==> src/rtl/cs_compute_engine.sv <==
// cs_compute_engine: single-port RAM plus ALU executing RD/WR/ALU/MOV commands over a valid/ready handshake,
// with carry/zero status, optional saturation and out-of-range address detection.
module cs_compute_engine #(
  parameter int MEM_WIDTH = 8,
  parameter int MEM_DEPTH = 16,
  parameter bit SATURATE = 1'b0,
  localparam int ADDR_W = $clog2(MEM_DEPTH)
) (
  input  logic                 clk,
  input  logic                 rst,
  input  logic                 cmd_valid,
  output logic                 cmd_ready,
  input  logic [2:0]           op_sel,
  input  logic [ADDR_W-1:0]    addA,
  input  logic [ADDR_W-1:0]    addB,
  input  logic [ADDR_W-1:0]    addC,
  input  logic [MEM_WIDTH-1:0] dq_in,
  output logic [MEM_WIDTH-1:0] dq_out,
  output logic                 dq_oe,
  output logic                 done,
  output logic                 err,
  output logic                 carry,
  output logic                 zero
);
  localparam logic [2:0] OP_RD = 3'd0, OP_WR = 3'd1, OP_ADD = 3'd2, OP_SUB = 3'd3,
                         OP_AND = 3'd4, OP_OR = 3'd5, OP_MOV = 3'd7;
  localparam logic [ADDR_W:0] DEPTH = (ADDR_W+1)'(MEM_DEPTH);
  typedef enum logic [2:0] {IDLE, FETCH_A, FETCH_B, EXEC, WRITE} state_t;
  state_t state;
  logic [MEM_WIDTH-1:0] mem [MEM_DEPTH];
  logic [2:0] op;
  logic [ADDR_W-1:0] a, b, c;
  logic [MEM_WIDTH-1:0] wdata, opa, opb, raw, res;
  logic [MEM_WIDTH:0] sum, dif;
  logic bad, cmd_bad, oob_a, oob_b, oob_c, alu_c, we;
  assign cmd_ready = state == IDLE;
  assign oob_a = {1'b0, addA} >= DEPTH;
  assign oob_b = {1'b0, addB} >= DEPTH;
  assign oob_c = {1'b0, addC} >= DEPTH;
  assign cmd_bad = op_sel == OP_WR ? oob_c :
                   op_sel == OP_RD ? oob_a :
                   op_sel == OP_MOV ? (oob_a | oob_c) : (oob_a | oob_b | oob_c);
  assign sum = {1'b0, opa} + {1'b0, opb};
  assign dif = {1'b0, opa} - {1'b0, opb};
  assign alu_c = op == OP_ADD ? sum[MEM_WIDTH] : op == OP_SUB ? dif[MEM_WIDTH] : 1'b0;
  assign raw = op == OP_ADD ? sum[MEM_WIDTH-1:0] :
               op == OP_SUB ? dif[MEM_WIDTH-1:0] :
               op == OP_AND ? (opa & opb) :
               op == OP_OR  ? (opa | opb) : (opa ^ opb);
  // saturation: ADD overflow pins to all-ones, SUB borrow pins to zero
  assign res = (SATURATE && alu_c) ? {MEM_WIDTH{op == OP_ADD}} : raw;
  assign we = state == WRITE && !bad && !rst;
  always_ff @(posedge clk) begin
    if (we) mem[c] <= wdata;
  end
  always_ff @(posedge clk) begin
    done  <= 1'b0;
    dq_oe <= 1'b0;
    err   <= 1'b0;
    if (rst) begin
      state  <= IDLE;
      dq_out <= '0;
      carry  <= 1'b0;
      zero   <= 1'b0;
    end else begin
      case (state)
        IDLE: if (cmd_valid) begin
          op    <= op_sel;
          a     <= addA;
          b     <= addB;
          c     <= addC;
          wdata <= dq_in;
          bad   <= cmd_bad;
          state <= (op_sel == OP_WR || cmd_bad) ? WRITE : FETCH_A;
        end
        FETCH_A: begin
          opa <= mem[a];
          if (op == OP_RD) begin
            dq_out <= mem[a];
            dq_oe  <= 1'b1;
            done   <= 1'b1;
            state  <= IDLE;
          end else if (op == OP_MOV) begin
            wdata <= mem[a];
            state <= WRITE;
          end else begin
            state <= FETCH_B;
          end
        end
        FETCH_B: begin
          opb   <= mem[b];
          state <= EXEC;
        end
        EXEC: begin
          wdata <= res;
          carry <= alu_c;
          zero  <= res == '0;
          state <= WRITE;
        end
        WRITE: begin
          done  <= 1'b1;
          err   <= bad;
          state <= IDLE;
        end
        default: state <= IDLE;
      endcase
    end
  end
endmodule

==> config.mk <==
export PLATFORM = sky130hd
export DESIGN_NAME = cs_compute_engine
export DESIGN_NICKNAME = d
export VERILOG_FILES = /design/src/rtl/cs_compute_engine.sv
export SDC_FILE = /design/constraint.sdc
export NUM_CORES = 1
export LEC_CHECK = 0
export ABC_AREA = 0
export CORE_MARGIN = 2
export CORE_UTILIZATION = 40
export DETAILED_ROUTE_END_ITERATION = 7
export HOLD_SLACK_MARGIN = 0.08
export PLACE_DENSITY_LB_ADDON = 0.2
export SETUP_SLACK_MARGIN = 0.05
export SYNTH_ARGS = -nofsm -noshare
export SYNTH_HDL_FRONTEND = slang
export SYNTH_SLANG_ARGS = --single-unit
==> constraint.sdc <==
create_clock -name clk -period 2.32 [get_ports clk]
set_input_delay 0.464 -clock clk [delete_from_list [all_inputs] [get_ports clk]]
set_output_delay 0.464 -clock clk [all_outputs]
set_load 0.05 [all_outputs]
==> results.ini, run 1 <==
[status]
status = finished, violations left
violations = setup timing

[setup_path]
cp-start-kind = register
cp.required_ns = 2.61
reg2reg_to = wdata[4]$_DFFE_PP_
r2r_setup_slack_ns = -0.09
timing.critical_path.arrival_ns = 2.70
worst-setup-path-type = register to register
critPathMaxFanout = 2
r2r_start = opa[0]$_DFFE_PP_
rr_worst_depth = 12
critPathCaptureType = register

[clock_network]
ctsHoldBuffers = 0
root_buffer = clkbuf_16
htree_num_levels = 4
cts_tree = built
worstSkewPairLatency_ns = 0.44
numCtsBuffers = 17
numClockSinks = 186
clk_path_buf_depth = 2
clk_pin_slew_ns = 0.08

[floorplanning]
start_util_pct = 40.8
dieArea_um2 = 24300
rows = 55
die-height_um = 156
core_area_um2 = 22600
io_pins = 40
die_x_um = 156

[drt]
drt-pass1-iter-count = 4
drt-initial-drc-count = 368
wirelength_mm = 22.1
wl_per_cell_um = 22.4
drc = 0
postRouteAntennaNets = 0
num_vias = 5574
vias_per_cell = 5.65

[place]
gp_congestion = 0.890
numPortBuffers = 38
dp_hpwl_mm = 15.8
pre_cts_slack_ns = -0.195

[timing]
finalClockSkew_ns = 0.0125
setup_violations = 3
max_slew.worst_pin.slew_ns = 0.584
hold_viol_final = 0
slew_violations = 0
slew_headroom_pct = 61.1
fmax_ghz = 0.415
setup_ws_ns = -0.0881
final.setup.tns_ns = -0.209
rsz0062_at_grt = yes
period_share_pct = 104
period_minus_slack_ns = 2.41

[global_routing]
grtUsageTotal_pct = 18.8
grt_pass1_vias = 5659
grt_pass1_wl_mm = 33.4
grt_max_degree = 33
antenna_found_initial = 0
overflow = 0

[yosys]
ys_seq_area_share_pct = 58.4
syn_nets = 642
synth_edf_count = 167
syn_area_um2 = 9240
async_flop_share_pct = 0
synth_seq_cells = 186
syn_avg_cell_area_um2 = 15.7
synth_cell_types = 58
synth-main-ff-cell = edfxtp_1
synth_warnings = 0
syn_inst = 590

[job]
cap_violations = 0

[final_layout]
syn2layout_area_growth_pct = 21.9
post-route-util_pct = 49.8
final_nets = 740
final_common_cell = edfxtp_1
drive_gt1_share_pct = 31.8
final_cell_mix = edfxtp_1, mux4_2, buf_4
fillCellCount = 1902
diodes = 0

[power]
ir_worst_vdd_mv = 0.489
leakagePower_nw = 3.94
powerDensity_nw_per_um2 = 718

[worst_hold_path]
hold_class = register to register
holdCritStartpoint = a[1]$_DFFE_PP_
whs_path_depth = 2

## Yosys cell counts, drive strengths merged (2+ instances only)
master | instances | share of area [%]
a21oi | 26 | 1.4
or2 | 2 | 0.14
o31ai | 3 | 0.30
a31oi | 5 | 0.34
nand2 | 39 | 1.6
nor4 | 4 | 0.27
o211ai | 6 | 0.49
nor3b | 4 | 0.32
xnor2 | 3 | 0.28
a21o | 3 | 0.24
o2111ai | 2 | 0.19
o21bai | 2 | 0.16
buf | 18 | 1.5
o221ai | 3 | 0.28
mux4 | 80 | 20
a211o | 2 | 0.19
inv | 30 | 1.2
o21ai | 19 | 1.0
mux2i | 10 | 1.1
o21a | 4 | 0.32
nor3 | 10 | 0.54
nand2b | 8 | 0.54
nor4b | 3 | 0.28
ha | 24 | 3.2
a211oi | 6 | 0.49
nand3 | 3 | 0.16
nand3b | 3 | 0.24
edfxtp | 167 | 54
fa | 2 | 0.43
nor2 | 43 | 1.7
nor2b | 4 | 0.27
dfxtp | 19 | 4.1
clkbuf | 17 | 1.0
## cells by family after synthesis
family | Yosys count | synth area share [%]
flip-flops | 186 | 58.4
multiplexers | 90 | 21.0
XOR/XNOR | 3 | 0.284
other | 1 | 0.0406
adder cells (fa/ha/maj) | 26 | 3.68
AND/OR/NAND/NOR | 129 | 6.59
AO/OA/AOI/OAI | 90 | 6.30
buffers and inverters | 65 | 3.72
## metrics by stage
| step | total power [mW] | area (um2) | std cells | hold slack (ns) |
|---|---|---|---|---|
| 6_report | 8.08 | 11300 | 986 | 0.441 |
| 2_1_floorplan | 4.58 | 9250 | 590 | 0.415 |
| 3_5_place_dp | 4.95 | 10300 | 941 | 0.425 |
| 4_1_cts | 8.09 | 11100 | 979 | 0.445 |
| 5_1_grt | 8.37 | 11300 | 986 | 0.474 |
| 3_3_place_gp | 4.94 | 10300 | 941 | 0.428 |
## state kept, by name, indices dropped and copies added (netlist names), named ones only
signal / cells
a: 4
b: 4
zero: 1
opb: 8
state: 3
opa: 8
wdata: 8
done: 1
dq_out: 8
carry: 1
mem: 128
dq_oe: 1
op: 3
c: 4
## worst max-delay path: stages, from the launching register on
cell,delay (ns)
edfxtp_1,0.41
inv_2,0.10
ha_4,0.14
inv_2,0.03
fa_2,0.33
nor3b_2,0.16
a211oi_2,0.28
buf_4,0.17
o221ai_2,0.10
xnor2_1,0.14
o21ai_1,0.18
nand2_1,0.10
a21oi_2,0.12
## cell type report
cell class / instances / area [um2] / area share [%]
sequential: 186 / 5400 / 47.9
multi-input combinational: 339 / 3690 / 32.7
timing repair buffer: 114 / 1060 / 9.45
clock buffer: 17 / 425 / 3.78
tap: 285 / 357 / 3.17
clock inverter: 15 / 219 / 1.94
inverter: 30 / 113 / 1.00
## how the worst max path moves through the flow
stage	endpoint	from	cells past startpoint	slack, ns
final	wdata[4]$_DFFE_PP_	opa[0]$_DFFE_PP_	12	-0.09
after floorplan	zero$_SDFFE_PP0P_	opa[0]$_DFFE_PP_	11	0.06
after CTS	wdata[6]$_DFFE_PP_	opa[0]$_DFFE_PP_	11	-0.003
after global placement	wdata[4]$_DFFE_PP_	opa[0]$_DFFE_PP_	11	-0.14
after detailed placement	wdata[4]$_DFFE_PP_	opa[0]$_DFFE_PP_	11	-0.19
after global routing	wdata[4]$_DFFE_PP_	opa[0]$_DFFE_PP_	12	-0.19
## power by group
part	internal, mW	switching [mW]
clock	1.67	1.43
sequential	3.78	0.127
combinational	0.538	0.543
## per-layer routing
| metal | routed length, um | vias up | GRT usage (%) |
|---|---|---|---|
| met2 | 11400 | 135 | 32.3 |
| li1 | - | 2542 | - |
| met3 | 991 | 16 | 4.22 |
| met5 | 0 | - | 0 |
| met4 | 256 | 0 | 4.94 |
| met1 | 9420 | 2881 | 24.3 |
## timing repair
| action | CTS | global route |
|---|---|---|
| gates cloned | 1 | 1 |
| resized for setup | 23 | 26 |
| pin swaps | 10 | 17 |
| endpoints found under the setup margin | 8 | 11 |
| buffers inserted | 5 | 6 |
| endpoints found under the hold margin | 0 | 0 |
Note: power is estimated with default switching activity, not from simulation.
==> inputs of run 2 (changes only) <==
--- a/config.mk
+++ b/config.mk
@@ -5,7 +5,6 @@
 export SDC_FILE = /design/constraint.sdc
 export NUM_CORES = 1
 export LEC_CHECK = 0
-export ABC_AREA = 0
 export CORE_MARGIN = 2
 export CORE_UTILIZATION = 40
 export DETAILED_ROUTE_END_ITERATION = 7
==> results of run 2 <==
Final layout, timing and power as in run 1 (identical DEF).
==> inputs of run 3 (changes only) <==
--- a/config.mk
+++ b/config.mk
@@ -5,6 +5,7 @@
 export SDC_FILE = /design/constraint.sdc
 export NUM_CORES = 1
 export LEC_CHECK = 0
+export ABC_AREA = 1
 export CORE_MARGIN = 2
 export CORE_UTILIZATION = 40
 export DETAILED_ROUTE_END_ITERATION = 7
==> results.ini, run 3 <==
[yosys]
synthMuxAreaShare_pct = 0  ; -21 points
synth_compound_area_share_pct = 17.3  ; +11 points
synth-xor-area-share_pct = 0  ; -0.28 points
async_flop_share_pct = 0  ; unchanged
synth-main-ff-cell = edfxtp_1
yosys.area.top_type = edfxtp_1
synth_common_cells = nand2_1, edfxtp_1, inv_1
synth_area_leaders = edfxtp_1, nand2_1, a21oi_1, o21ai_0, inv_1
yosys.area_share.simple_pct = 14.9  ; +8.4 points
synth_warnings = 0  ; unchanged
synth_fa_ha_area_share_pct = 3.51  ; -0.17 points
synth.most_common_cell = nand2_1
synth_seq_cells = 186  ; unchanged
syn_area_um2 = 9690  ; +4.9%
syn_inst = 1057  ; +79%
ys_seq_area_share_pct = 55.7  ; -2.7 points
synth_edf_count = 167  ; unchanged
synth_top_family_by_area = compound AO/OA/AOI/OAI gates
synth_cell_types = 39  ; -33%
syn_nets = 1109  ; +73%
synth_top_cell_area_share_pct = 51.7  ; -2.5 points
syn_avg_cell_area_um2 = 9.17  ; -41%

[global_routing]
grtUsageTotal_pct = 22.0  ; +3.2 points
overflow = 0  ; unchanged
grt_pass1_wl_mm = 42.6  ; +28%
antenna_found_initial = 0  ; unchanged
grt_max_degree = 65  ; +97%
grt_pass1_vias = 7187  ; +27%

[final_layout]
regMostFlops = mem
drive_gt1_share_pct = 9.79  ; -22 points
final_cell_mix = nand2_1, edfxtp_1, inv_1
final_common_cell = nand2_1
syn2layout_area_growth_pct = 16.1
fillCellCount = 2260  ; +19%
diodes = 0  ; unchanged
largest_reg_flops = 128  ; unchanged
final_nets = 1152  ; +56%
layout.cells.non_filler = 1432  ; +45%

[power]
combPwrFrac_pct = 16.2  ; +2.8 points
switching_power_mw = 2.50  ; +19%
seqPwrFrac_pct = 48.6  ; +0.3 points
total_power_mw = 8.23  ; +1.8%
p_int_mw = 5.72  ; -4.4%
power.switching_fraction_pct = 30.4  ; +4.5 points
ir_worst_vdd_mv = 0.529  ; +8.2%
leakagePower_nw = 4.48  ; +14%
powerDensity_nw_per_um2 = 731  ; +1.9%
p_clk_share_pct = 35.2  ; -3.1 points

[timing]
period_minus_slack_ns = 2.14  ; -0.267 ns
final.setup.tns_ns = 0  ; +0.209 ns
setup_violations = 0  ; -3
slew_violations = 0  ; unchanged
hold_viol_final = 0  ; unchanged
max_slew.worst_pin.slew_ns = 0.846  ; +0.262 ns
setup_ws_ns = 0.179  ; +0.267 ns
finalClockSkew_ns = 0.0180  ; +0.00542 ns
hold_ws_ns = 0.446  ; +0.00499 ns
period_share_pct = 92.3  ; -12 points
slew_headroom_pct = 43.6  ; -17 points
rsz0062_at_grt = no
fmax_ghz = 0.467  ; +12%

[clock_network]
ctsHoldBuffers = 0  ; unchanged
root_buffer = clkbuf_16
cts_tree = built
clk_pin_slew_ns = 0.08  ; about the same
numCtsBuffers = 17  ; unchanged
clk_path_buf_depth = 2  ; unchanged
numClockSinks = 186  ; unchanged
worstSkewPairLatency_ns = 0.43  ; about the same
htree_num_levels = 4  ; unchanged

[drt]
wirelength_mm = 28.1  ; +27%
drt-pass1-iter-count = 5  ; +1
drt-initial-drc-count = 1110  ; +200%
vias_per_cell = 5.41  ; -4.3%
num_vias = 7751  ; +39%
postRouteAntennaNets = 0  ; unchanged
drc = 0  ; unchanged
wl_per_cell_um = 19.7  ; -12%

[setup_path]
worst-setup-path-type = register to register
cp-startpoint = opa[0]$_DFFE_PP_
r2r_setup_slack_ns = 0.18  ; +0.27 ns
reg2reg_to = zero$_SDFFE_PP0P_
r2r_start = opa[0]$_DFFE_PP_
endpoint = zero$_SDFFE_PP0P_
cp-start-kind = register
rr_worst_depth = 14  ; +2
critPathCaptureType = register
critPathMaxFanout = 3  ; +1
cp.required_ns = 2.69  ; +0.08 ns
timing.critical_path.arrival_ns = 2.51  ; -0.19 ns

[place]
gp_congestion = 0.926  ; +4.1%
numPortBuffers = 38  ; unchanged
post-place-cells = 1400  ; +49%
dp_hpwl_mm = 19.8  ; +26%
pre_cts_slack_ns = 0.165  ; +0.360 ns

[worst_hold_path]
whs_path_depth = 2  ; unchanged
hold_class = register to register

[floorplanning]
dieArea_um2 = 25500  ; +4.8%
io_pins = 40  ; unchanged
die-height_um = 160  ; +2.4%
rows = 56  ; +1.8%
core_area_um2 = 23600  ; +4.3%
start_util_pct = 41.1  ; +0.24 points
die_x_um = 160  ; +2.4%

[status]
status = finished, final reports clean

[job]
cap_violations = 0  ; unchanged

run 3: changes by cell type after synthesis, sizes merged, moves of 8 or more:
cell and change:
mux4 -80, clkbuf +10, o221ai +11, nor2 +8
nor3 -8, a21oi +98, nand2 +154, inv +118
o21ai +101, buf +13, mux2i -10, nand2b -8
nand3 +76, o211ai +30
run 3: per-layer routing:
layer / global-route usage, % / routed length [um] / vias up / part of all wire, %
li1: - / - / 3727 / -
met1: 30.5 / 12200 / 3642 / 43
met5: 0 / 0 / - / 0
met2: 35.4 / 13200 / 342 / 47
met4: 6.78 / 608 / 0 / 2.2
met3: 3.71 / 2120 / 40 / 7.5
run 3: cells by family after synthesis:
family,Yosys count
and+or+nand+nor,335
other,1
adders and majority gates,26
AOI/OAI and AO/OA,301
buffers and inverters,208
DFF,186
run 3: final cells by class:
| cell class | count | area, um2 | share of cell area, % |
|---|---|---|---|
| well taps | 319 | 399 | 3.55 |
| flip-flops and latches | 186 | 5400 | 48.0 |
| clock inverters | 14 | 150 | 1.33 |
| inverters | 150 | 563 | 5.00 |
| multi-input cells | 663 | 3490 | 31.0 |
| repair buffers | 82 | 810 | 7.19 |
| clock buffers | 18 | 439 | 3.90 |
run 3: worst max-delay path, cell delays in order (launching register included):
cell,delay (ns)
edfxtp_1,0.38
ha_2,0.22
inv_1,0.06
fa_1,0.38
inv_1,0.10
nand3_1,0.11
nand2_1,0.09
nand2_1,0.05
nand3_1,0.06
nand2_1,0.07
nor2_2,0.16
nand2_1,0.07
nor2_1,0.10
nand3_1,0.10
a21oi_2,0.13
run 3: how the worst min path moves through the flow:
stage	startpoint	to	slack, ns
after global routing	a[0]$_DFFE_PP_	register	0.46
after CTS	a[2]$_DFFE_PP_	register	0.45
after detailed placement	a[0]$_DFFE_PP_	register	0.43
after floorplan	a[0]$_DFFE_PP_	register	0.42
after global placement	a[1]$_DFFE_PP_	register	0.42
final	a[0]$_DFFE_PP_	register	0.45
run 3: per-stage QoR:
| stage | cell area (um2) | util [%] |
|---|---|---|
| CTS | 11200 | 47.6 |
| global route | 11300 | 47.7 |
| global placement | 10700 | 45.1 |
| finish | 11300 | 47.7 |
| detailed placement | 10700 | 45.1 |
| floorplan | 9700 | - |
run 3: timing repair:
item / CTS / global route
buffers inserted: 0 / 0
gates cloned: 0 / 0
gates resized for setup: 1 / 6
pin swaps: 0 / 0
endpoints found under the setup margin: 1 / 3
hold endpoints to repair: 0 / 0
run 3: power by group through the flow:
stage | registers [mW] | clock network (mW) | logic [mW]
floorplan | 3.98 | 0 | 0.822
global placement | 4.08 | 0 | 1.31
detailed placement | 4.08 | 0 | 1.31
CTS | 4.00 | 2.93 | 1.31
global route | 4.01 | 3.05 | 1.46
finish | 4.00 | 2.90 | 1.33
